File: src/rtl/fredkin_mux_pipe.sv
// fredkin_mux_pipe: pipelined N:1 word multiplexer built only from Fredkin gates.
// The binary mux tree has one register stage per level. Every unselected operand bit
// (the R output of each gate) is carried down the pipe as garbage. The select (the
// P output of each level) is also carried down the pipe, so the datapath is reversible.

// fredkin_gate: controlled swap. When a=0, b passes to q and c passes to r.
// When a=1, the two inputs are swapped. The control input a passes through unchanged on p.
module fredkin_gate (
    input  logic a,
    input  logic b,
    input  logic c,
    output logic p,
    output logic q,
    output logic r
);
    assign p = a;
    assign q = a ? c : b;
    assign r = a ? b : c;
endmodule

module fredkin_mux_pipe #(
    parameter int WIDTH = 8,
    parameter int SEL_W = 2,
    localparam int NUM_IN = 1 << SEL_W,
    localparam int GARB_W = WIDTH * (NUM_IN - 1)
) (
    input  logic                    clk,
    input  logic                    rst,
    input  logic                    in_valid,
    output logic                    in_ready,
    input  logic [WIDTH*NUM_IN-1:0] in_data,
    input  logic [SEL_W-1:0]        in_sel,
    output logic                    out_valid,
    input  logic                    out_ready,
    output logic [WIDTH-1:0]        out_data,
    output logic [SEL_W-1:0]        out_sel,
    output logic [GARB_W-1:0]       out_garbage
);

    // adv[k] is high when stage k loads this cycle.
    // adv[SEL_W] is high when the consumer side frees the last stage.
    logic [SEL_W:0]   adv;
    logic [SEL_W-1:0] stage_valid;

    // Ripple the advance condition from the output back to the input.
    // A stage can load when it is empty or when the stage after it moves on.
    always_comb begin
        adv        = '0;
        adv[SEL_W] = ~stage_valid[SEL_W-1] | out_ready;
        for (int k = SEL_W - 1; k >= 0; k--) begin
            adv[k] = ~stage_valid[k] | adv[k+1];
        end
    end

    assign in_ready = adv[0];

    genvar gi, gj;
    generate
        for (gi = 0; gi < SEL_W; gi++) begin : gen_stage
            localparam int NW_IN  = NUM_IN >> gi;             // words entering this level
            localparam int NW_OUT = NW_IN / 2;                // words leaving this level
            localparam int GATES  = NW_OUT * WIDTH;           // one gate per output bit
            localparam int GB_CUR = WIDTH * (NUM_IN - NW_OUT); // garbage held after this level

            logic                    src_valid;
            logic [WIDTH*NW_IN-1:0]  src_words;
            logic [SEL_W-1:0]        src_sel;

            logic [GATES-1:0]        q_vec;
            logic [GATES-1:0]        r_vec;
            // The select bit is threaded through the P output of every gate in the level.
            // The P output of the last gate becomes the select bit that is carried on.
            logic [GATES:0]          ctl;
            logic [SEL_W-1:0]        sel_next;
            logic [GB_CUR-1:0]       garb_next;

            logic                    valid_reg;
            logic [GATES-1:0]        words_reg;
            logic [SEL_W-1:0]        sel_reg;
            logic [GB_CUR-1:0]       garb_reg;

            if (gi == 0) begin : gen_src_in
                assign src_valid = in_valid;
                assign src_words = in_data;
                assign src_sel   = in_sel;
                assign garb_next = r_vec;
            end else begin : gen_src_prev
                assign src_valid = gen_stage[gi-1].valid_reg;
                assign src_words = gen_stage[gi-1].words_reg;
                assign src_sel   = gen_stage[gi-1].sel_reg;
                // This level's garbage sits above the garbage gathered by earlier levels.
                assign garb_next = {r_vec, gen_stage[gi-1].garb_reg};
            end

            assign ctl[0] = src_sel[gi];

            // Output word j is a mux of word 2j (select=0) and word 2j+1 (select=1).
            for (gj = 0; gj < GATES; gj++) begin : gen_gate
                localparam int PAIR = gj / WIDTH;
                localparam int BITN = gj % WIDTH;
                fredkin_gate u_gate (
                    .a (ctl[gj]),
                    .b (src_words[(2*PAIR)*WIDTH + BITN]),
                    .c (src_words[(2*PAIR+1)*WIDTH + BITN]),
                    .p (ctl[gj+1]),
                    .q (q_vec[gj]),
                    .r (r_vec[gj])
                );
            end

            // The select travels with the data. This level's bit comes back from the gate chain.
            always_comb begin
                sel_next     = src_sel;
                sel_next[gi] = ctl[GATES];
            end

            assign stage_valid[gi] = valid_reg;

            // Stage register. A bubble clears only the valid flag; the payload registers keep their old values.
            always_ff @(posedge clk or posedge rst) begin
                if (rst) begin
                    valid_reg <= 1'b0;
                    words_reg <= '0;
                    sel_reg   <= '0;
                    garb_reg  <= '0;
                end else if (adv[gi]) begin
                    valid_reg <= src_valid;
                    if (src_valid) begin
                        words_reg <= q_vec;
                        sel_reg   <= sel_next;
                        garb_reg  <= garb_next;
                    end
                end
            end
        end
    endgenerate

    assign out_valid   = gen_stage[SEL_W-1].valid_reg;
    assign out_data    = gen_stage[SEL_W-1].words_reg;
    assign out_sel     = gen_stage[SEL_W-1].sel_reg;
    assign out_garbage = gen_stage[SEL_W-1].garb_reg;

endmodule
File: config.mk
export PLATFORM = sky130hd
export DESIGN_NAME = fredkin_mux_pipe
export DESIGN_NICKNAME = d
export VERILOG_FILES = /design/src/rtl/fredkin_mux_pipe.sv
export SDC_FILE = /design/constraint.sdc
export NUM_CORES = 1
export LEC_CHECK = 0
export CORE_AREA = 10 10 101 103
export CTS_CLUSTER_SIZE = 30
export DETAILED_ROUTE_END_ITERATION = 6
export DIE_AREA = 0 0 111 113
export MAX_ROUTING_LAYER = met4
export PLACE_DENSITY = 0.76
export SLEW_MARGIN = 20
export SYNTH_ARGS = -nofsm -noshare
export SYNTH_HDL_FRONTEND = slang
export SYNTH_SLANG_ARGS = --single-unit
File: constraint.sdc
create_clock -name clk -period 2.8 [get_ports clk]
set_input_delay 0.56 -clock clk [delete_from_list [all_inputs] [get_ports clk]]
set_output_delay 0.56 -clock clk [all_outputs]
set_load 0.03 [all_outputs]
* Yosys cells after proc, flatten, opt, wreduce, memory -nomap -nowiden
Index checks and enable logic that the tools add are counted.
** Storage, ports and cells
- Output and inout bits :: 36
- Register bits after elaboration :: 70
- Logic and storage cells :: 63
** Cells by class
- Reduce and logical (&&, ||, !) cells :: 2
- Bitwise gates (word level) :: 5
- Multiplexer cells :: 48
** Operators by type and width (number)
- $mux 1 :: 48
- $reduce_and 2->1 :: 2
- $or 1x1->1 :: 3
- $not 1->1 :: 2

* Longest topological paths before layout
Gate-level depths: netlist (run 1).
- Depth in word-level cells :: 5
- Mapped depth :: 6
- Depth with buffers taken out :: 3

* Hierarchy
Synthesis (run 1) repeated with hierarchy kept, for this count alone.
** Second synthesis, totals
- Cells, all modules :: 223
- Area, all modules :: 3507.1 um^2
** By module, submodules not included
- fredkin_mux_pipe :: instances 1, cells an instance 151, area an instance 2786.4 um^2, seq. area each 1751.7 um^2
- fredkin_gate :: instances 24, cells an instance 3, area an instance 30.0 um^2, seq. area each 0.0 um^2

* Least setup slack after synthesis (run 1)
Ideal clock, no wire load.
- Path type :: input to output
- Start :: in out_ready
- End :: out in_ready
- Buffers on the path :: 2
- Data required time :: 2240 ps
- Stages on the path :: 3
- Arrival time :: 1061 ps
- Path slack :: 1179 ps
- Path through :: nand3b_4 > buf_6 > buf_2
** On the way
- Word-level cells in the longest chain between the ends :: 3
** Ends and longest elaborated chain
- from (decl) :: line 34 : input logic out_ready,
- $or 1x1->1 :: line 49 : adv[SEL_W] = ~stage_valid[SEL_W-1] | out_ready;
- $or 1x1->1 (2 in a row) :: line 51 : adv[k] = ~stage_valid[k] | adv[k+1];
- to (decl) :: line 30 : output logic in_ready,
No other way between the ends.

* Worst setup path in the final report (run 1)
Ends and elaborated chain as after synthesis.

==> results of run 1 <==
## power by group through the flow
stage	logic (W)	registers, W	clock network, W
finish	0.00102	0.00136	0.000778
global route	0.00109	0.00139	0.000849
CTS	0.00104	0.00136	0.000803
detailed placement	0.00104	0.00138	0
global placement	0.00102	0.00137	0
floorplan	0.000400	0.00159	0
## how the worst max path moves through the flow
stage | start | end | slack, ns | cells after the start
2_1_floorplan | rst | gen_stage[0].garb_reg[0] | 0.47 | 1
3_3_place_gp | out_ready | in_ready | 0.35 | 3
3_5_place_dp | out_ready | in_ready | 0.34 | 3
4_1_cts | out_ready | in_ready | 0.33 | 3
5_1_grt | out_ready | in_ready | 0.29 | 3
6_report | out_ready | in_ready | 0.35 | 3
## cells by family (layout without fill, tap and decap cells)
| group | count (synthesis) | in the layout | synth area share |
|---|---|---|---|
| and+or+nand+nor | 6 | 6 | 0.0199 |
| DFF | 70 | 70 | 0.535 |
| muxes | 68 | 68 | 0.227 |
| AOI/OAI and AO/OA | 96 | 96 | 0.165 |
| buffers and inverters | 30 | 96 | 0.0531 |
## final cells by class
cell class	count	area (um^2)	area share
clock inverter	6	63.8	0.0152
inverter	1	3.75	0.000892
timing repair buffer	80	786	0.187
sequential	70	1750	0.416
tap	105	131	0.0312
clock buffer	9	124	0.0294
multi-input combinational	170	1350	0.320
## worst max-delay path: cells and delay by family
kind | cells | cell delay [ns]
buf+inv | 2 | 1.17
simple gates | 1 | 0.16
## stage by stage
step | hold slack (ns) | total power, W
finish | 0.510 | 0.00316
global route | 0.529 | 0.00333
CTS | 0.514 | 0.00320
detailed placement | 0.498 | 0.00242
global placement | 0.489 | 0.00239
floorplan | 0.475 | 0.00199
## cell usage in the layout, fill, tap and decap left out, types with 2 or more instances in the layout
cell type        netlist  layout
mux2_4                10      10
clkdlybuf4s50_1        0      71
a21oi_1               48      48
mux2i_1               48      48
nand2b_1               2       2
mux2_2                10      10
clkinv_2               0       2
dfrtp_1               70      70
clkinvlp_4             0       2
buf_4                  5       6
buf_2                 13       2
a31oi_1               48      48
clkbuf_8               0       9
## routing by layer
layer | part of all wire | up-vias
met2 | 0.48 | 58
met1 | 0.46 | 1120
met4 | 0.020 | 0
li1 | - | 1132
met5 | 0 | -
met3 | 0.048 | 12
==> flow_summary.toml, run 1 <==
[power]
ir_worst_vdd_uv = 297
internal_power_w = 0.00210
power_leakage_nw = 1.77
power_switching_w = 0.00106
switching_share = 0.337
pwr-share-seq = 0.431
p_per_area_nw_per_um2 = 751
p_clk_frac = 0.246
power_frac_comb = 0.323

[yosys]
synth_top_area_share = 0.535
synthesis.area_um2 = 3270
ys.flop_type = "dfrtp_1"
avgSynthCellArea_um2 = 12.1
synth_top_area_cell = "dfrtp_1"
synth-edff-count = 0
yosysMostFrequentCell = "dfrtp_1"
synthDistinctLibCells = 18
synthArstFlopShare = 1.00
ys_warn_count = 0
ys_seq_area_frac = 0.535
synth_cells = 270
postSynthNetCount = 308
ys_ff_latch = 70
netlist_top_cells_area = "dfrtp_1 53%, mux2i_1 15%, a31oi_1 9.2%, a21oi_1 7.3%, mux2_4 4.6%"
netlist_top_cells_count = "70 x dfrtp_1, 48 x a21oi_1, 48 x a31oi_1, 48 x mux2i_1, 13 x buf_2"

[floorplan]
start_util = 0.403
core_um2 = 8130
die_area_um2 = 12500
dieWidth_um = 111
ios = 74
num_rows = 33
die_y_um = 113

[placed_design]
portBuffers = 73
placed_area_um2 = 4020
gp_congestion = 0.759
place_ws_ns = 0.344
dp.cells = 426
place_hpwl_um = 5410

[global_route]
grt_antenna_before_repair = 0
grt.busiest_layer = "met2"
grt_usage = 0.120
grt_util_met2 = 0.187
gr-total-overflow = 0
grt_use_met3 = 0.0338
grt_pass1_vias = 2305
grt_pass1_wl_um = 11800
grt_max_degree = 71
met1_usage = 0.139

[timing]
slew_violations = 0
finalCriticalPeriod_ns = 2.45
rsz0062_at_grt = "false"
finalSetupTns_ns = 0
clock.fmax_ghz = 0.408
hold_viol = 0
worst_slew_pin_slew_ns = 0.855
fin_crit_sh = 0.876
max_slew_margin = 0.430
fin_ws_ns = 0.347
skew_ns = 0.00718
setup_viol = 0

[route]
via_per_inst = 5.27
drc_errors = 0
num_vias = 2322
drt.antenna.violating_nets = 0
drtPass1Iterations = 4
routed_wl_um = 7580
wl_per_cell_um = 17.2
drt_first_iter_violations = 130

[worst_setup_path]
critPathArrivalTime_ns = 1.89
startpoint_type = "input port"
worstSetupPathType = "in -> out"
crit_path_end_kind = "output pin"
crit_chain = "clkdlybuf4s50_1 -> nand3b_4 -> clkdlybuf4s50_1"
rrSetupSlack_ns = 1.11
r2r-start = "out_valid"
cp.required_ns = 2.24
reg2reg_depth = 4
crit_path_max_incr_delay_ns = 0.69
timing.critical_path.mode_cell = "clkdlybuf4s50_1"
crit_fanout = 2
crit_slowest_cell = "clkdlybuf4s50_1"
r2r-end = "gen_stage[0].sel_reg[1]"

[cells_and_area]
drive_above_1_share = 0.143
antenna_cells = 0
fillers = 758
syn_to_final_growth_pct = 28.5
nets = 370
postLayoutCoreUtil = 0.517
final_area_um2 = 4210
stdcell_count = 441
largest_reg_flops = 24

[clocking]
cts_made_buffers = 9
path_clk_slew_ns = 0.07
cts_resized = 0
cts_setup_buffers = 0
cts_root_buf = "clkbuf_8"
clock_sinks = 70
htree_levels = 3
hold_buffers = 0
cts_tree = "built"
clk_path_buf_depth = 2
insertion_delay_ns = 0.35

[min_path]
min_from = "out_garbage[9]"
hold_depth = 1
hp-class = "reg -> reg"
whs_endpoint = "out_garbage[9]"

[flow_run]
maxCapViolCount = 0

[outcome]
status = "completed"
No activity file was read; power rests on OpenSTA's default activity.
==> run 2, diff against run 1 <==
--- a/config.mk
+++ b/config.mk
@@ -9,6 +9,7 @@
 export CTS_CLUSTER_SIZE = 30
 export DETAILED_ROUTE_END_ITERATION = 6
 export DIE_AREA = 0 0 111 113
+export GPL_TIMING_DRIVEN = 0
 export MAX_ROUTING_LAYER = met4
 export PLACE_DENSITY = 0.76
 export SLEW_MARGIN = 20
==> run 2 against run 1 <==
Routed wire length up 13%; worst hold slack got worse by 0.0052 ns; cell count is 5.2% higher; sequential share of layout area decreased by 1.7 points; power is 6.3% higher; largest cell class unchanged.
==> flow_summary.toml, run 2 (synthesis results as in run 1) <==
[worst_setup_path]
reg2reg_depth = 5
crit_buf_inv = 4
critPathArrivalTime_ns = 2.01
crit_chain = "clkdlybuf4s50_1 -> nand3b_4 -> buf_6 -> buf_2 -> dlygate4sd2_1"
crit_path_max_incr_delay_ns = 0.47
r2r-end = "out_garbage[3]"
startpoint_type = "input port"
crit_slowest_cell = "clkdlybuf4s50_1"
cp.required_ns = 2.24
critical_path.top_delay_family = "buffers and inverters"
crit_path_end_kind = "output pin"
rrSetupSlack_ns = 1.43
crit_fanout = 10
r2r-start = "out_valid"
worstSetupPathType = "in -> out"

[cells_and_area]
postLayoutCoreUtil = 0.539
layout_commonest_cell = "clkdlybuf4s50_1"
regArea_um2 = 1750
drive_above_1_share = 0.173
fillers = 707
multi_input_area_um2 = 1350
largest_reg_flops = 24
syn_to_final_growth_pct = 34.0
antenna_cells = 0
nets = 392
layout_common_cells = "71 x clkdlybuf4s50_1, 70 x dfrtp_1, 48 x mux2i_1, 48 x a21oi_1, 48 x a31oi_1"

[route]
num_vias = 2494
wl_per_cell_um = 18.5
drt_first_iter_violations = 228
via_per_inst = 5.38
drtPass1Iterations = 4
routed_wl_um = 8570
drc_errors = 0
drt.antenna.violating_nets = 0

[power]
p_per_area_nw_per_um2 = 766
power_leakage_nw = 1.86
ir_worst_vdd_uv = 339

[clocking]
cts_tree = "built"
htree_levels = 3
clock_sinks = 70
cts_made_buffers = 9
hold_buffers = 0
insertion_delay_ns = 0.35
cts_root_buf = "clkbuf_8"
clk_path_buf_depth = 2
path_clk_slew_ns = 0.08

[min_path]
min_from = "gen_stage[0].garb_reg[2]"
hold_depth = 1
hp-class = "reg -> reg"
whs_endpoint = "out_garbage[2]"

[timing]
rsz0062_at_grt = "false"
skew_ns = 0.00858
clock.fmax_ghz = 0.389
max_slew_margin = 0.667
slew_violations = 0
whs_ns = 0.505
fin_crit_sh = 0.919
worst_slew_pin_slew_ns = 0.500
setup_viol = 0
finalCriticalPeriod_ns = 2.57
hold_viol = 0

[floorplan]
num_rows = 33
die_y_um = 113
core_um2 = 8130
die_area_um2 = 12500
ios = 74
start_util = 0.403
dieWidth_um = 111

[global_route]
gr-total-overflow = 0
grt_max_degree = 49
grt_pass1_vias = 2617
grt_pass1_wl_um = 13700
grt_usage = 0.138
grt_antenna_before_repair = 0

[flow_run]
maxCapViolCount = 0

[placed_design]
portBuffers = 72
place_hpwl_um = 6430
gp_congestion = 0.883

[outcome]
status = "completed"
-- run 2: cell count changes in the layout (fill, tap and decap cells not counted), sizes merged --
cell,delta
bufinv,+1
buf,+15
clkinvlp,-1
dlygate4sd2,+1
clkbuf,+8
clkinv,-1
-- run 2: final cells by class --
| class | instances | area share |
|---|---|---|
| clock inverter | 5 | 0.0185 |
| clock buffer | 11 | 0.0345 |
| timing repair buffer | 73 | 0.170 |
| multi-input combinational | 170 | 0.307 |
| inverter | 1 | 0.00143 |
| tap | 105 | 0.0299 |
| buffer | 29 | 0.0388 |
| sequential | 70 | 0.399 |
-- run 2: where the power goes --
part / switching [W] / total (W) / leakage [nW] / internal [W]
logic: 0.000586 / 0.00109 / 0.977 / 0.000499
registers: 0.000124 / 0.00134 / 0.768 / 0.00121
clock network: 0.000387 / 0.000937 / 0.116 / 0.000550
total: 0.00110 / 0.00336 / 1.86 / 0.00226
-- run 2: worst max path at each step --
stage                     startpoint                  endpoint  slack (ns)  depth (start not counted)
after floorplan                  rst  gen_stage[0].garb_reg[0]        0.47                          1
after global placement           rst            out_garbage[6]       -0.64                          2
after detailed placement   out_ready                  in_ready       -0.03                          5
after CTS                  out_ready                  in_ready        0.24                          5
after global routing       out_ready                  in_ready        0.17                          5
final                      out_ready                  in_ready        0.23                          5
-- run 2: through the flow --
step,area (um^2),cells,TNS [ns],worst slack (ns),power [W]
CTS,4390,464,0,0.238,0.00339
detailed placement,4160,448,-0.0300,-0.0300,0.00245
finish,4390,464,0,0.228,0.00336
floorplan,3270,270,0,0.472,0.00199
global route,4390,464,0,0.172,0.00352
global placement,4130,447,-44.36,-0.636,0.00242
-- run 2: what timing repair did --
action                                 4_1_cts  5_1_grt
setup buffers                                0        0
endpoints found under the hold margin        0        0
setup endpoints to repair                    1        0
resized for setup                            1        0
-- run 2: per-layer routing --
metal	global-route usage	vias up	part of all wire
li1	-	1182	-
met1	0.156	1200	0.43
met2	0.221	94	0.48
met3	0.0470	18	0.061
met4	0.0538	0	0.026
met5	-	-	0
==> run 3, diff against run 2 <==
--- a/config.mk
+++ b/config.mk
@@ -12,7 +12,6 @@
 export GPL_TIMING_DRIVEN = 0
 export MAX_ROUTING_LAYER = met4
 export PLACE_DENSITY = 0.76
-export SLEW_MARGIN = 20
 export SYNTH_ARGS = -nofsm -noshare
 export SYNTH_HDL_FRONTEND = slang
 export SYNTH_SLANG_ARGS = --single-unit
==> run 3 against run 2 <==
Clock power decreased by 10%; clock-buffer cell count unchanged; largest power group unchanged; cell count decreased by 0.22%; via count increased by 0.28%; design area decreased by 1.2%; sequential share of layout area increased by 0.47 points; highest routed layer unchanged; clock skew increased by 0.0026 ns; critical path depth unchanged; non-clock buffer count decreased by 1.
==> flow_summary.toml, run 3 (synthesis results as in run 1) <==
[clocking]
cts_made_buffers = 9
cts_setup_buffers = 0
cts_tree = "built"
cts_resized = 1
htree_levels = 3
hold_buffers = 0
clk_path_buf_depth = 2
clock_sinks = 70
path_clk_slew_ns = 0.08
insertion_delay_ns = 0.35
cts_root_buf = "clkbuf_8"

[floorplan]
core_um2 = 8130
die_area_um2 = 12500
dieWidth_um = 111
ios = 74
num_rows = 33
die_y_um = 113
start_util = 0.403

[min_path]
hp-class = "reg -> reg"
hold_depth = 1
whs_endpoint = "out_garbage[2]"
min_from = "gen_stage[0].garb_reg[2]"

[timing]
finalSetupTns_ns = 0
finalCriticalPeriod_ns = 2.56
clock.fmax_ghz = 0.390
whs_ns = 0.507
fin_crit_sh = 0.916
worst_slew_pin_slew_ns = 0.834
rsz0062_at_grt = "false"
slew_violations = 0
skew_ns = 0.0111
setup_viol = 0
max_slew_margin = 0.444
hold_viol = 0

[global_route]
gr-total-overflow = 0
grt_pass1_vias = 2605
grt_antenna_before_repair = 0
grt_max_degree = 71
grt_usage = 0.136
grt_pass1_wl_um = 13600

[worst_setup_path]
critPathArrivalTime_ns = 2.00
cp.required_ns = 2.24
r2r-start = "out_valid"
critical_path.top_delay_family = "buffers and inverters"
reg2reg_depth = 5
crit_fanout = 10
startpoint = "out_ready"
worstSetupPathType = "in -> out"
crit_slowest_cell = "clkdlybuf4s50_1"
crit_path_end_kind = "output pin"
crit_chain = "clkdlybuf4s50_1 -> nand3b_4 -> buf_6 -> buf_2 -> dlygate4sd2_1"
rrSetupSlack_ns = 1.43
r2r-end = "out_garbage[3]"
startpoint_type = "input port"
crit_buf_inv = 4
crit_path_max_incr_delay_ns = 0.47

[flow_run]
maxCapViolCount = 0

[placed_design]
portBuffers = 72
gp_congestion = 0.883
place_hpwl_um = 6340
dp.cells = 447

[route]
via_per_inst = 5.40
num_vias = 2501
wl_per_cell_um = 18.3
drt.antenna.violating_nets = 0
drt_first_iter_violations = 168
drtPass1Iterations = 4
drc_errors = 0
routed_wl_um = 8490

[power]
power_leakage_nw = 1.83
ir_worst_vdd_uv = 369
p_per_area_nw_per_um2 = 751
p_clk_frac = 0.258
power_frac_comb = 0.331
switching_share = 0.335
power_switching_w = 0.00109
internal_power_w = 0.00217
pwr-share-seq = 0.411

[cells_and_area]
fillers = 723
largest_reg_flops = 24
layout_common_cells = "71 x clkdlybuf4s50_1, 70 x dfrtp_1, 48 x mux2i_1, 48 x a21oi_1, 48 x a31oi_1"
syn_to_final_growth_pct = 32.4
drive_above_1_share = 0.170
stdcell_count = 463
layout_commonest_cell = "clkdlybuf4s50_1"
antenna_cells = 0
postLayoutCoreUtil = 0.533
nets = 391

[outcome]
status = "completed"
run 3: changes by cell type in the layout (fill, tap and decap cells not counted):
cell,change
bufinv_16,-1
buf_16,-1
clkinvlp_4,+2
clkinv_4,-1
run 3: how the worst max path moves through the flow:
| stage | endpoint | slack, ns | cells after the start |
|---|---|---|---|
| global placement | out_garbage[6] | -0.64 | 2 |
| detailed placement | in_ready | -0.02 | 5 |
| finish | in_ready | 0.24 | 5 |
| CTS | in_ready | 0.24 | 5 |
| global route | in_ready | 0.18 | 5 |
| floorplan | gen_stage[0].garb_reg[0] | 0.47 | 1 |
run 3: stage by stage:
stage | worst slack [ns] | total power [W] | cell area (um^2)
2_1_floorplan | 0.472 | 0.00199 | 3270
3_3_place_gp | -0.636 | 0.00242 | 4130
3_5_place_dp | -0.0232 | 0.00245 | 4130
4_1_cts | 0.244 | 0.00328 | 4340
5_1_grt | 0.181 | 0.00342 | 4340
6_report | 0.236 | 0.00326 | 4340
run 3: routing by layer:
metal / up-vias / track usage / routed length (um)
li1: 1186 / - / -
met1: 1209 / 0.157 / 3640
met2: 94 / 0.219 / 4130
met3: 12 / 0.0449 / 522
met4: 0 / 0.0477 / 200
met5: - / - / 0
run 3: cell type report:
class	instances	area [um^2]	area share
Buffer	29	170	0.0392
Clock buffer	11	151	0.0349
Clock inverter	5	57.6	0.0133
Inverter	1	6.26	0.00144
Multi-Input combinational cell	170	1350	0.311
Sequential cell	70	1750	0.404
Tap cell	105	131	0.0303
Timing Repair Buffer	72	719	0.166
run 3: worst register-to-register path: stages (launching register included):
cell	delay [ns]
dfrtp_1	0.43
nand2b_2	0.08
buf_6	0.14
nand2_8	0.12
buf_8	0.18
mux2_4	0.31
run 3: power groups by stage:
stage	clock [W]	sequential, W	combinational [W]
finish	0.000841	0.00134	0.00108
global route	0.000906	0.00136	0.00115
CTS	0.000851	0.00134	0.00109
detailed placement	0	0.00135	0.00109
global placement	0	0.00135	0.00107
floorplan	0	0.00159	0.000400
